## src/rtl/rob_if.sv

```systemverilog
// Rename / writeback / retire signal bundle for the reorder buffer.
// The slave modport is the ROB side; the master modport is the pipeline side.
interface rob_if #(
  parameter int TAG_W  = 4,
  parameter int PREG_W = 6
);
  logic              alloc_valid;
  logic [4:0]        alloc_dr;
  logic [PREG_W-1:0] alloc_dr_p;
  logic [6:0]        alloc_old_dr;
  logic              alloc_ready;
  logic [TAG_W-1:0]  alloc_tag;
  logic              cmpl0_valid, cmpl1_valid;
  logic [TAG_W-1:0]  cmpl0_tag, cmpl1_tag;
  logic [1:0]        retire_valid;
  logic [4:0]        retire_dr0, retire_dr1;
  logic [PREG_W-1:0] retire_dr_p0, retire_dr_p1;
  logic [63:0]       retire_free;
  logic [TAG_W:0]    rob_count;
  logic              rob_empty, rob_full;

  modport master (
    output alloc_valid, alloc_dr, alloc_dr_p, alloc_old_dr,
    output cmpl0_valid, cmpl0_tag, cmpl1_valid, cmpl1_tag,
    input  alloc_ready, alloc_tag, retire_valid, retire_dr0, retire_dr1,
    input  retire_dr_p0, retire_dr_p1, retire_free, rob_count, rob_empty, rob_full
  );

  modport slave (
    input  alloc_valid, alloc_dr, alloc_dr_p, alloc_old_dr,
    input  cmpl0_valid, cmpl0_tag, cmpl1_valid, cmpl1_tag,
    output alloc_ready, alloc_tag, retire_valid, retire_dr0, retire_dr1,
    output retire_dr_p0, retire_dr_p1, retire_free, rob_count, rob_empty, rob_full
  );
endinterface

```

## src/rtl/rob.sv

```systemverilog
// Reorder buffer: in-order allocate, two-port out-of-order completion,
// up to two in-order retirements per cycle with a one-hot physical free mask.

module rob_entry #(
  parameter int PREG_W = 6
) (
  input  logic              clk,
  input  logic              rst,
  input  logic              wr,
  input  logic              cmpl,
  input  logic              clr,
  input  logic [4:0]        wr_dr,
  input  logic [PREG_W-1:0] wr_dr_p,
  input  logic [6:0]        wr_old,
  output logic              valid,
  output logic              done,
  output logic [4:0]        dr,
  output logic [PREG_W-1:0] dr_p,
  output logic [6:0]        old_dr
);
  // Allocation wins over a stray completion to the same slot in the same cycle.
  always_ff @(posedge clk) begin
    if (rst) begin
      valid <= 1'b0;
      done  <= 1'b0;
    end else if (wr) begin
      valid <= 1'b1;
      done  <= 1'b0;
    end else if (clr) begin
      valid <= 1'b0;
      done  <= 1'b0;
    end else if (cmpl && valid) begin
      done  <= 1'b1;
    end
  end

  always_ff @(posedge clk) begin
    if (wr) begin
      dr     <= wr_dr;
      dr_p   <= wr_dr_p;
      old_dr <= wr_old;
    end
  end
endmodule

module rob #(
  parameter int DEPTH  = 16,
  parameter int TAG_W  = 4,
  parameter int PREG_W = 6
) (
  input logic clk,
  input logic rst,
  rob_if.slave bus
);
  logic [TAG_W-1:0]             head, head1, tail;
  logic [TAG_W:0]               count;
  logic                         full, alloc_go, fire0, fire1;
  logic [DEPTH-1:0]             ent_valid, ent_done, ent_wr, ent_cmpl, ent_clr;
  logic [DEPTH-1:0][4:0]        ent_dr;
  logic [DEPTH-1:0][PREG_W-1:0] ent_dr_p;
  logic [DEPTH-1:0][6:0]        ent_old;
  logic [63:0]                  free_nxt;

  // Full/empty come from the occupancy count; head==tail is ambiguous.
  assign full            = (count == (TAG_W+1)'(DEPTH));
  assign alloc_go        = bus.alloc_valid & ~full;
  assign bus.alloc_ready = ~full;
  assign bus.alloc_tag   = tail;
  assign bus.rob_count   = count;
  assign bus.rob_empty   = (count == '0);
  assign bus.rob_full    = full;

  assign head1 = head + TAG_W'(1);
  assign fire0 = ent_valid[head] & ent_done[head];
  assign fire1 = fire0 & ent_valid[head1] & ent_done[head1];

  genvar i;
  generate
    for (i = 0; i < DEPTH; i++) begin : g_ent
      assign ent_wr[i]   = alloc_go && (tail == TAG_W'(i));
      assign ent_cmpl[i] = (bus.cmpl0_valid && (bus.cmpl0_tag == TAG_W'(i))) ||
                           (bus.cmpl1_valid && (bus.cmpl1_tag == TAG_W'(i)));
      assign ent_clr[i]  = (fire0 && (head == TAG_W'(i))) ||
                           (fire1 && (head1 == TAG_W'(i)));
      rob_entry #(.PREG_W(PREG_W)) u_ent (
        .clk    (clk),
        .rst    (rst),
        .wr     (ent_wr[i]),
        .cmpl   (ent_cmpl[i]),
        .clr    (ent_clr[i]),
        .wr_dr  (bus.alloc_dr),
        .wr_dr_p(bus.alloc_dr_p),
        .wr_old (bus.alloc_old_dr),
        .valid  (ent_valid[i]),
        .done   (ent_done[i]),
        .dr     (ent_dr[i]),
        .dr_p   (ent_dr_p[i]),
        .old_dr (ent_old[i])
      );
    end
  endgenerate

  // Bit 6 flags "no displaced mapping"; preg 0 is never returned to the pool.
  function automatic logic [63:0] free_bit(input logic [6:0] old);
    free_bit = '0;
    if (!old[6] && (old[5:0] != 6'd0)) free_bit[old[5:0]] = 1'b1;
  endfunction

  always_comb begin
    free_nxt = '0;
    if (fire0) free_nxt = free_nxt | free_bit(ent_old[head]);
    if (fire1) free_nxt = free_nxt | free_bit(ent_old[head1]);
  end

  always_ff @(posedge clk) begin
    if (rst) begin
      head             <= '0;
      tail             <= '0;
      count            <= '0;
      bus.retire_valid <= '0;
      bus.retire_dr0   <= '0;
      bus.retire_dr1   <= '0;
      bus.retire_dr_p0 <= '0;
      bus.retire_dr_p1 <= '0;
      bus.retire_free  <= '0;
    end else begin
      if (alloc_go) tail <= tail + TAG_W'(1);
      if (fire1)      head <= head + TAG_W'(2);
      else if (fire0) head <= head + TAG_W'(1);
      count <= count + (TAG_W+1)'(alloc_go) - (TAG_W+1)'(fire0) - (TAG_W+1)'(fire1);
      bus.retire_valid <= {fire1, fire0};
      bus.retire_dr0   <= fire0 ? ent_dr[head]    : '0;
      bus.retire_dr_p0 <= fire0 ? ent_dr_p[head]  : '0;
      bus.retire_dr1   <= fire1 ? ent_dr[head1]   : '0;
      bus.retire_dr_p1 <= fire1 ? ent_dr_p[head1] : '0;
      bus.retire_free  <= free_nxt;
    end
  end
endmodule

```

## src/flat_wrapper.sv

```systemverilog
// flat-port wrapper written by rule: the top's interface ports become plain ports
module rob_flat 
#(
  parameter int DEPTH  = 16,
  parameter int TAG_W  = 4,
  parameter int PREG_W = 6
)
  (clk, rst, bus_alloc_valid, bus_alloc_dr, bus_alloc_dr_p, bus_alloc_old_dr, bus_cmpl0_valid, bus_cmpl0_tag, bus_cmpl1_valid, bus_cmpl1_tag, bus_alloc_ready, bus_alloc_tag, bus_retire_valid, bus_retire_dr0, bus_retire_dr1, bus_retire_dr_p0, bus_retire_dr_p1, bus_retire_free, bus_rob_count, bus_rob_empty, bus_rob_full);
  rob_if #(.TAG_W(TAG_W), .PREG_W(PREG_W)) bus_i ();
  input logic clk;
  input logic rst;
  input wire logic [$bits(bus_i.alloc_valid)-1:0] bus_alloc_valid;
  input wire logic [$bits(bus_i.alloc_dr)-1:0] bus_alloc_dr;
  input wire logic [$bits(bus_i.alloc_dr_p)-1:0] bus_alloc_dr_p;
  input wire logic [$bits(bus_i.alloc_old_dr)-1:0] bus_alloc_old_dr;
  input wire logic [$bits(bus_i.cmpl0_valid)-1:0] bus_cmpl0_valid;
  input wire logic [$bits(bus_i.cmpl0_tag)-1:0] bus_cmpl0_tag;
  input wire logic [$bits(bus_i.cmpl1_valid)-1:0] bus_cmpl1_valid;
  input wire logic [$bits(bus_i.cmpl1_tag)-1:0] bus_cmpl1_tag;
  output wire logic [$bits(bus_i.alloc_ready)-1:0] bus_alloc_ready;
  output wire logic [$bits(bus_i.alloc_tag)-1:0] bus_alloc_tag;
  output wire logic [$bits(bus_i.retire_valid)-1:0] bus_retire_valid;
  output wire logic [$bits(bus_i.retire_dr0)-1:0] bus_retire_dr0;
  output wire logic [$bits(bus_i.retire_dr1)-1:0] bus_retire_dr1;
  output wire logic [$bits(bus_i.retire_dr_p0)-1:0] bus_retire_dr_p0;
  output wire logic [$bits(bus_i.retire_dr_p1)-1:0] bus_retire_dr_p1;
  output wire logic [$bits(bus_i.retire_free)-1:0] bus_retire_free;
  output wire logic [$bits(bus_i.rob_count)-1:0] bus_rob_count;
  output wire logic [$bits(bus_i.rob_empty)-1:0] bus_rob_empty;
  output wire logic [$bits(bus_i.rob_full)-1:0] bus_rob_full;
  assign bus_i.alloc_valid = bus_alloc_valid;
  assign bus_i.alloc_dr = bus_alloc_dr;
  assign bus_i.alloc_dr_p = bus_alloc_dr_p;
  assign bus_i.alloc_old_dr = bus_alloc_old_dr;
  assign bus_i.cmpl0_valid = bus_cmpl0_valid;
  assign bus_i.cmpl0_tag = bus_cmpl0_tag;
  assign bus_i.cmpl1_valid = bus_cmpl1_valid;
  assign bus_i.cmpl1_tag = bus_cmpl1_tag;
  assign bus_alloc_ready = bus_i.alloc_ready;
  assign bus_alloc_tag = bus_i.alloc_tag;
  assign bus_retire_valid = bus_i.retire_valid;
  assign bus_retire_dr0 = bus_i.retire_dr0;
  assign bus_retire_dr1 = bus_i.retire_dr1;
  assign bus_retire_dr_p0 = bus_i.retire_dr_p0;
  assign bus_retire_dr_p1 = bus_i.retire_dr_p1;
  assign bus_retire_free = bus_i.retire_free;
  assign bus_rob_count = bus_i.rob_count;
  assign bus_rob_empty = bus_i.rob_empty;
  assign bus_rob_full = bus_i.rob_full;
  rob #(.DEPTH(DEPTH), .TAG_W(TAG_W), .PREG_W(PREG_W)) u_core (.clk(clk), .rst(rst), .bus(bus_i));
endmodule
```

## config.mk

```make
export PLATFORM = sky130hd
export DESIGN_NAME = rob_flat
export DESIGN_NICKNAME = d
export VERILOG_FILES = /design/src/rtl/rob_if.sv /design/src/rtl/rob.sv /design/src/flat_wrapper.sv
export SDC_FILE = /design/constraint.sdc
export NUM_CORES = 1
export LEC_CHECK = 0
export CAP_MARGIN = 10
export CORE_ASPECT_RATIO = 0.9
export CORE_UTILIZATION = 50
export DETAILED_ROUTE_END_ITERATION = 7
export GPL_ROUTABILITY_DRIVEN = 0
export PLACE_DENSITY = 0.68
export REMOVE_ABC_BUFFERS = 1
export SLEW_MARGIN = 10
export SYNTH_ARGS = -nofsm -noshare
export SYNTH_HDL_FRONTEND = slang
export SYNTH_SLANG_ARGS = --single-unit
export TNS_END_PERCENT = 5
```

## constraint.sdc

```tcl
create_clock -name clk -period 5.65 [get_ports clk]
set_input_delay 0.8475 -clock clk [delete_from_list [all_inputs] [get_ports clk]]
set_output_delay 0.8475 -clock clk [all_outputs]
set_load 0.03 [all_outputs]
```

==> results.yml, run 1 <==
cells_and_area:
  fillers: 2706
  drive_above_1_share_pct: 23.99
  nets: 1333
  diodes: 0
  syn_to_final_growth_pct: 18.13
  finalNonFillerCells: 1793
  postLayoutCoreUtil_pct: 60.46
timing:
  fin_skew_ns: 0.01942
  finalMaxSlewViolations: 0
  hold_violations: 0
  rsz0062_at_grt: "no"
  tightestPinTransition_ns: 1.069
  max_clock_freq_ghz: 0.2102
  setup_viol: 0
  relSlewSlack_pct: 28.75
  post-route-period-util_pct: 84.20
  fin_crit_ns: 4.757
logic_synthesis:
  synth_top_cell_area_share_pct: 46.29
  synth_edf_count: 288
  ys.flop_type: "edfxtp_1"
  ys_ff_latch: 421
  syn_area_per_cell_um2: 16.08
  synthTopCellsByArea: "edfxtp_1, mux4_2, dfxtp_1"
  syn_inst: 1162
  yosysMostFrequentCell: "edfxtp_1"
  synth_common_cells: "edfxtp_1, mux4_2, dfxtp_1, o22ai_1, nand2_1"
  ys_types: 54
  syn_area_um2: 18680
  synth.largest_area_cell: "edfxtp_1"
  yosysWarnings: 0
  yosysSeqAreaShare_pct: 60.55
  async_flop_share_pct: 0
global_route:
  grt_pass1_wl_mm: 70.85
  antenna_found_initial: 0
  grt.overflow.total: 0
  grt_pass1_vias: 11340
  grt_max_degree: 147
  grt_use_total_pct: 25.31
floorplanning:
  die-area_um2: 38140
  fp.dieH_um: 185.4
  die_width_um: 205.8
  io_pins: 131
  coreArea_um2: 36500
  start_util_pct: 51.18
  rows: 66
power_and_ir_drop:
  p_seq_share_pct: 49.6
  peakVddDrop_v: 0.0002948
  p_per_area_nw_per_um2: 308.3
  p_switching_mw: 1.442
  power.share.clock_pct: 45.1
  p_leak_nw: 6.791
  combPwrFrac_pct: 5.3
  internal_power_mw: 5.363
  p_sw_share_pct: 21.19
worst_setup_path:
  worstPathMaxFanout: 22
  cp_cell_sequence: "ha_1, and3b_1, nor2_2, a2111oi_2, nor4_2, buf_4, nor2_2, inv_1, ha_1, inv_1, ha_1, nor2_1, ha_1, inv_1, ha_1, a21oi_1, nor2_1, or3_1, a21oi_1"
  slowest_delay_ns: 0.62
  cp.arrival_ns: 5.23
  crit_path_top_delay_cell: "a2111oi_2"
  critical_path_class: "flop to flop"
  crit_family: "simple AND/OR/NAND/NOR gates"
  required_ns: 6.13
  endpoint_kind: "flop"
  path_common_cell: "ha_1"
  crit_buf_inv: 4
  start_kind: "flop"
route:
  via_per_inst: 6.478
  routed_wl_mm: 47.06
  drc: 0
  drtAntennaViolNets: 0
  drt_iter0_drc: 1133
  drt_pass1_iterations: 5
  vias: 11620
  wl_per_cell_um: 26.25
clock_tree:
  clk_pin_slew_ns: 0.06
  cts_tree: "built"
  clk_latency_ns: 0.56
  cts-root-buf: "clkbuf_16"
  clock_path_buffers: 3
  cts_setup_buffers: 0
  h-tree-depth: 2
  hold_buffers: 0
  cts-resized-gates: 0
  clkSinkCount: 421
  cts_made_buffers: 42
placed_design:
  hpwl_mm: 28.40
  dp_cells: 1715
  io_buffer_count: 130
flow_run:
  max_cap_violations: 0
run_status:
  status: "finished, final reports clean"
worst_hold_path:
  hp-class: "flop to flop"
==> per-layer routing <==
metal,up-vias,GRT usage [%],part of all wire [%]
li1,4996,-,-
met1,5924,35.81,42
met2,612,40.98,48
met3,83,4.064,7.9
met4,0,6.607,2.2
met5,-,0,0
==> registers in the layout, summed over array words and instances (netlist names) <==
name,cells
u_core.bus.retire_dr_p1,6
u_core.g_ent.u_ent.valid,16
u_core.g_ent.u_ent.dr_p,96
u_core.g_ent.u_ent.old_dr,112
u_core.bus.retire_dr1,5
u_core.bus.rob_count,5
u_core.bus.alloc_tag,4
u_core.bus.retire_dr_p0,6
u_core.head,4
u_core.bus.retire_dr0,5
u_core.g_ent.u_ent.dr,80
u_core.bus.retire_valid,2
u_core.g_ent.u_ent.done,16
u_core.bus.retire_free,64
==> layout make-up <==
class	count	area, um2	share of cell area (%)
repair buffers	158	1519	6.883
well taps	476	595.6	2.699
clock inverters	18	261.5	1.185
clock buffers	60	1285	5.823
multi-input cells	638	7007	31.75
flip-flops and latches	421	11320	51.29
inverters	22	82.58	0.3742
==> logic make-up (layout without fill, tap and decap cells) <==
kind of cell    after synthesis  in the layout  synth area share, %
fa+ha+maj                    19             19                1.313
xor+xnor                      8              8               0.3751
buf+inv                     103            258                2.438
simple gates                239            239                6.872
compound gates              191            191                6.939
flops                       421            421                60.55
other cells                   1              1              0.02007
mux                         180            180                21.50
==> cell usage in the layout, fill, tap and decap left out, drive strengths merged, types with 14 or more instances in the layout <==
master / n
inv: 24
nand2: 48
o22ai: 77
nand2b: 16
nand3: 17
ha: 18
dfxtp: 133
clkdlybuf4s50: 129
clkbuf: 60
nor2b: 32
o211ai: 14
a2111oi: 14
a21oi: 38
mux4: 177
nor2: 44
buf: 29
edfxtp: 288
a22o: 16
nand4: 16
==> worst paths after layout <==
| path | from | to | slack (ns) | depth (start not counted) |
|---|---|---|---|---|
| min | u_core.g_ent[9].u_ent.valid$_SDFFE_PP0P_ | u_core.g_ent[9].u_ent.valid$_SDFFE_PP0P_ | 0.49 | 2 |
| max | u_core.head[1]$_SDFFE_PP0P_ | u_core.bus.rob_count[4]$_SDFF_PP0_ | 0.89 | 19 |
| min reg2reg | u_core.g_ent[9].u_ent.valid$_SDFFE_PP0P_ | u_core.g_ent[9].u_ent.valid$_SDFFE_PP0P_ | 0.49 | 2 |
| max reg2reg | u_core.head[1]$_SDFFE_PP0P_ | u_core.bus.rob_count[4]$_SDFF_PP0_ | 0.89 | 19 |
==> per-stage QoR <==
stage	setup WS, ns	setup TNS [ns]	hold slack [ns]	instance area [um2]	total power [mW]
2_1_floorplan	-6.779	-635.26	0.4528	18310	3.641
3_3_place_gp	1.025	0	0.4678	20520	3.789
3_5_place_dp	0.9068	0	0.4834	20520	3.797
4_1_cts	0.8824	0	0.4936	22070	6.837
5_1_grt	0.5618	0	0.5239	22070	6.990
6_report	0.8929	0	0.4948	22070	6.805
==> tightest hold or removal path, delay by kind of cell, from the launching register on <==
family          cells  cell delay [ns]
compound gates      1             0.06
flops               1             0.33
buf+inv             1             0.06
==> power groups by stage <==
stage                     Clock [mW]  Combinational [mW]  Sequential (mW)
final                           3.07               0.359             3.38
after floorplan                    0               0.192             3.45
after global placement             0               0.352             3.44
after detailed placement           0               0.357             3.44
after CTS                       3.10               0.359             3.37
after global routing            3.23               0.386             3.38
No activity file was read; power rests on OpenSTA's default activity.
==> inputs of run 2 (changes only) <==
- PLACE_DENSITY: 0.68 -> 0.66
- clock period: 5.65 -> 4.8 ns (I/O delays scaled with it)
==> run 2 against run 1 <==
  * Via count down 0.17%
  * Sequential power up 17%
  * Flip-flop and latch count unchanged
  * Global-route usage down 0.15 points
==> results.yml, run 2 (synthesis gave the netlist of run 1 again) <==
run_status:
  status: "finished, final reports clean"
floorplanning:
  fp.dieH_um: 185.4
  die_width_um: 205.8
  rows: 66
  coreArea_um2: 36500
  io_pins: 131
  die-area_um2: 38140
  start_util_pct: 51.18
power_and_ir_drop:
  p_leak_nw: 6.733
  peakVddDrop_v: 0.0003087
  p_per_area_nw_per_um2: 347.2
  p_switching_mw: 1.642
  power.share.clock_pct: 42.3
  p_seq_share_pct: 52.2
  combPwrFrac_pct: 5.6
  p_sw_share_pct: 21.55
  total_power_mw: 7.618
  internal_power_mw: 5.976
global_route:
  grt.met2_usage_pct: 40.48
  grt_pass1_vias: 11540
  grt_use_total_pct: 25.17
  use_met3_pct: 3.747
  antenna_found_initial: 1
  grt_max_degree: 147
  grt.overflow.total: 0
  grt_busiest_layer: "met2"
  grt_pass1_wl_mm: 70.82
  met1_usage_pct: 35.77
route:
  via_per_inst: 6.442
  vias: 11600
  drt_pass1_iterations: 5
  routed_wl_mm: 46.67
  drtAntennaViolNets: 0
  drc: 0
  wl_per_cell_um: 25.93
  drt_iter0_drc: 1207
worst_setup_path:
  reg2reg_to: "u_core.bus.rob_count[4]$_SDFF_PP0_"
  crit_path_top_delay_cell: "dfxtp_4"
  worstPathMaxFanout: 24
  ff2ff_path_depth: 20
  slowest_delay_ns: 0.56
  critical_path_class: "flop to flop"
  required_ns: 5.28
  cp_cell_sequence: "inv_1, ha_4, and3b_1, a311oi_1, a2111oi_4, nor4_2, buf_4, nor2_2, inv_1, ha_1, inv_1, ha_1, nor2_1, ha_1, inv_1, ha_1, a21oi_1, nor2_1, or3_1, a21oi_1"
  startpoint: "u_core.head[0]$_SDFFE_PP0P_"
  crit_family: "adder cells"
  start_kind: "flop"
  cp.arrival_ns: 4.87
  timing.rr.start: "u_core.head[0]$_SDFFE_PP0P_"
  crit_buf_inv: 5
  r2r_setup_slack_ns: 0.41
  endpoint_kind: "flop"
placed_design:
  dp_cells: 1724
  placed_cell_area_um2: 20580
  hpwl_mm: 28.08
  io_buffer_count: 130
  pre_cts_ws_ns: 0.3612
flow_run:
  max_cap_violations: 0
clock_tree:
  clk_pin_slew_ns: 0.06
  clock_path_buffers: 3
  clkSinkCount: 421
  cts_made_buffers: 43
  h-tree-depth: 2
  hold_buffers: 0
  cts-root-buf: "clkbuf_16"
  clk_latency_ns: 0.56
  cts_tree: "built"
timing:
  fin_crit_ns: 4.391
  tightestPinTransition_ns: 0.9785
  rsz0062_at_grt: "no"
  relSlewSlack_pct: 34.77
  hold_violations: 0
  setup_viol: 0
  post-route-period-util_pct: 91.48
  fin_skew_ns: 0.01526
  holdWs_ns: 0.5108
  timing.final.ws_setup_ns: 0.4089
  finalMaxSlewViolations: 0
  max_clock_freq_ghz: 0.2277
cells_and_area:
  diodes: 0
  final_area_um2: 21940
  reg.largest.list: "u_core.g_ent.u_ent.old_dr: 112 flops, u_core.g_ent.u_ent.dr_p: 96 flops, u_core.g_ent.u_ent.dr: 80 flops"
  fillers: 2752
  mostFrequentLayoutCells: "edfxtp_1, mux4_2, dfxtp_1"
  nets: 1343
  drive_above_1_share_pct: 23.49
  finalNonFillerCells: 1800
  syn_to_final_growth_pct: 17.46
  max_flop_register: "u_core.g_ent.u_ent.old_dr"
  final_common_cell: "edfxtp_1"
  largest_reg_flops: 112
worst_hold_path:
  hold-path-endpoint: "u_core.g_ent[8].u_ent.valid$_SDFFE_PP0P_"
  hp-class: "flop to flop"
  hold_start: "u_core.g_ent[8].u_ent.valid$_SDFFE_PP0P_"
  min_path_cells: 2
run 2: cell count changes in the layout (fill, tap and decap cells not counted), sizes merged:
cell / previous run / this run
buf: 29 / 38
bufinv: 6 / 2
clkinv: 8 / 10
clkinvlp: 2 / 1
inv: 24 / 25
run 2: tightest hold or removal path: cells and delay by family (launching register included):
family,cells,cell delay (ns)
AO/OA/AOI/OAI,1,0.06
buffers and inverters,1,0.06
flip-flops,1,0.34
run 2: worst max-delay path by stage:
stage	to	cells past startpoint
final	u_core.bus.rob_count[4]$_SDFF_PP0_	20
after global routing	u_core.bus.rob_count[4]$_SDFF_PP0_	20
after CTS	u_core.bus.rob_count[4]$_SDFF_PP0_	20
after detailed placement	u_core.bus.rob_count[4]$_SDFF_PP0_	20
after global placement	u_core.bus.rob_count[4]$_SDFF_PP0_	20
after floorplan	u_core.bus.rob_count[4]$_SDFF_PP0_	19
run 2: stage by stage:
step / TNS [ns] / util (%)
3_3_place_gp: 0 / 56.39
4_1_cts: 0 / 60.09
3_5_place_dp: 0 / 56.39
5_1_grt: 0 / 60.12
6_report: 0 / 60.12
2_1_floorplan: -744.06 / -
run 2: cell type report:
class                   count  area [um2]  area share, %
clock buffers              60        1204          5.485
repair buffers            167        1587          7.230
multi-input cells         638        7012          31.95
well taps                 476       595.6          2.714
inverters                  22       82.58         0.3763
clock inverters            16       145.1         0.6614
flip-flops and latches    421       11320          51.58
run 2: routing by layer:
layer / vias to the layer above / part of all wire, %
met5: - / 0.026
met4: 2 / 2.2
met3: 90 / 7.1
met2: 512 / 48
met1: 5979 / 42
li1: 5012 / -
run 2: power by group through the flow:
stage	sequential (mW)	clock, mW	combinational [mW]
finish	3.97	3.22	0.426
global route	3.98	3.44	0.460
CTS	3.97	3.28	0.429
detailed placement	4.05	0	0.427
global placement	4.05	0	0.423
floorplan	4.06	0	0.226
run 2: what timing repair did:
action / in CTS / in global routing
buffers inserted: 0 / 0
setup endpoints to repair: 0 / 1
resized for setup: 0 / 1
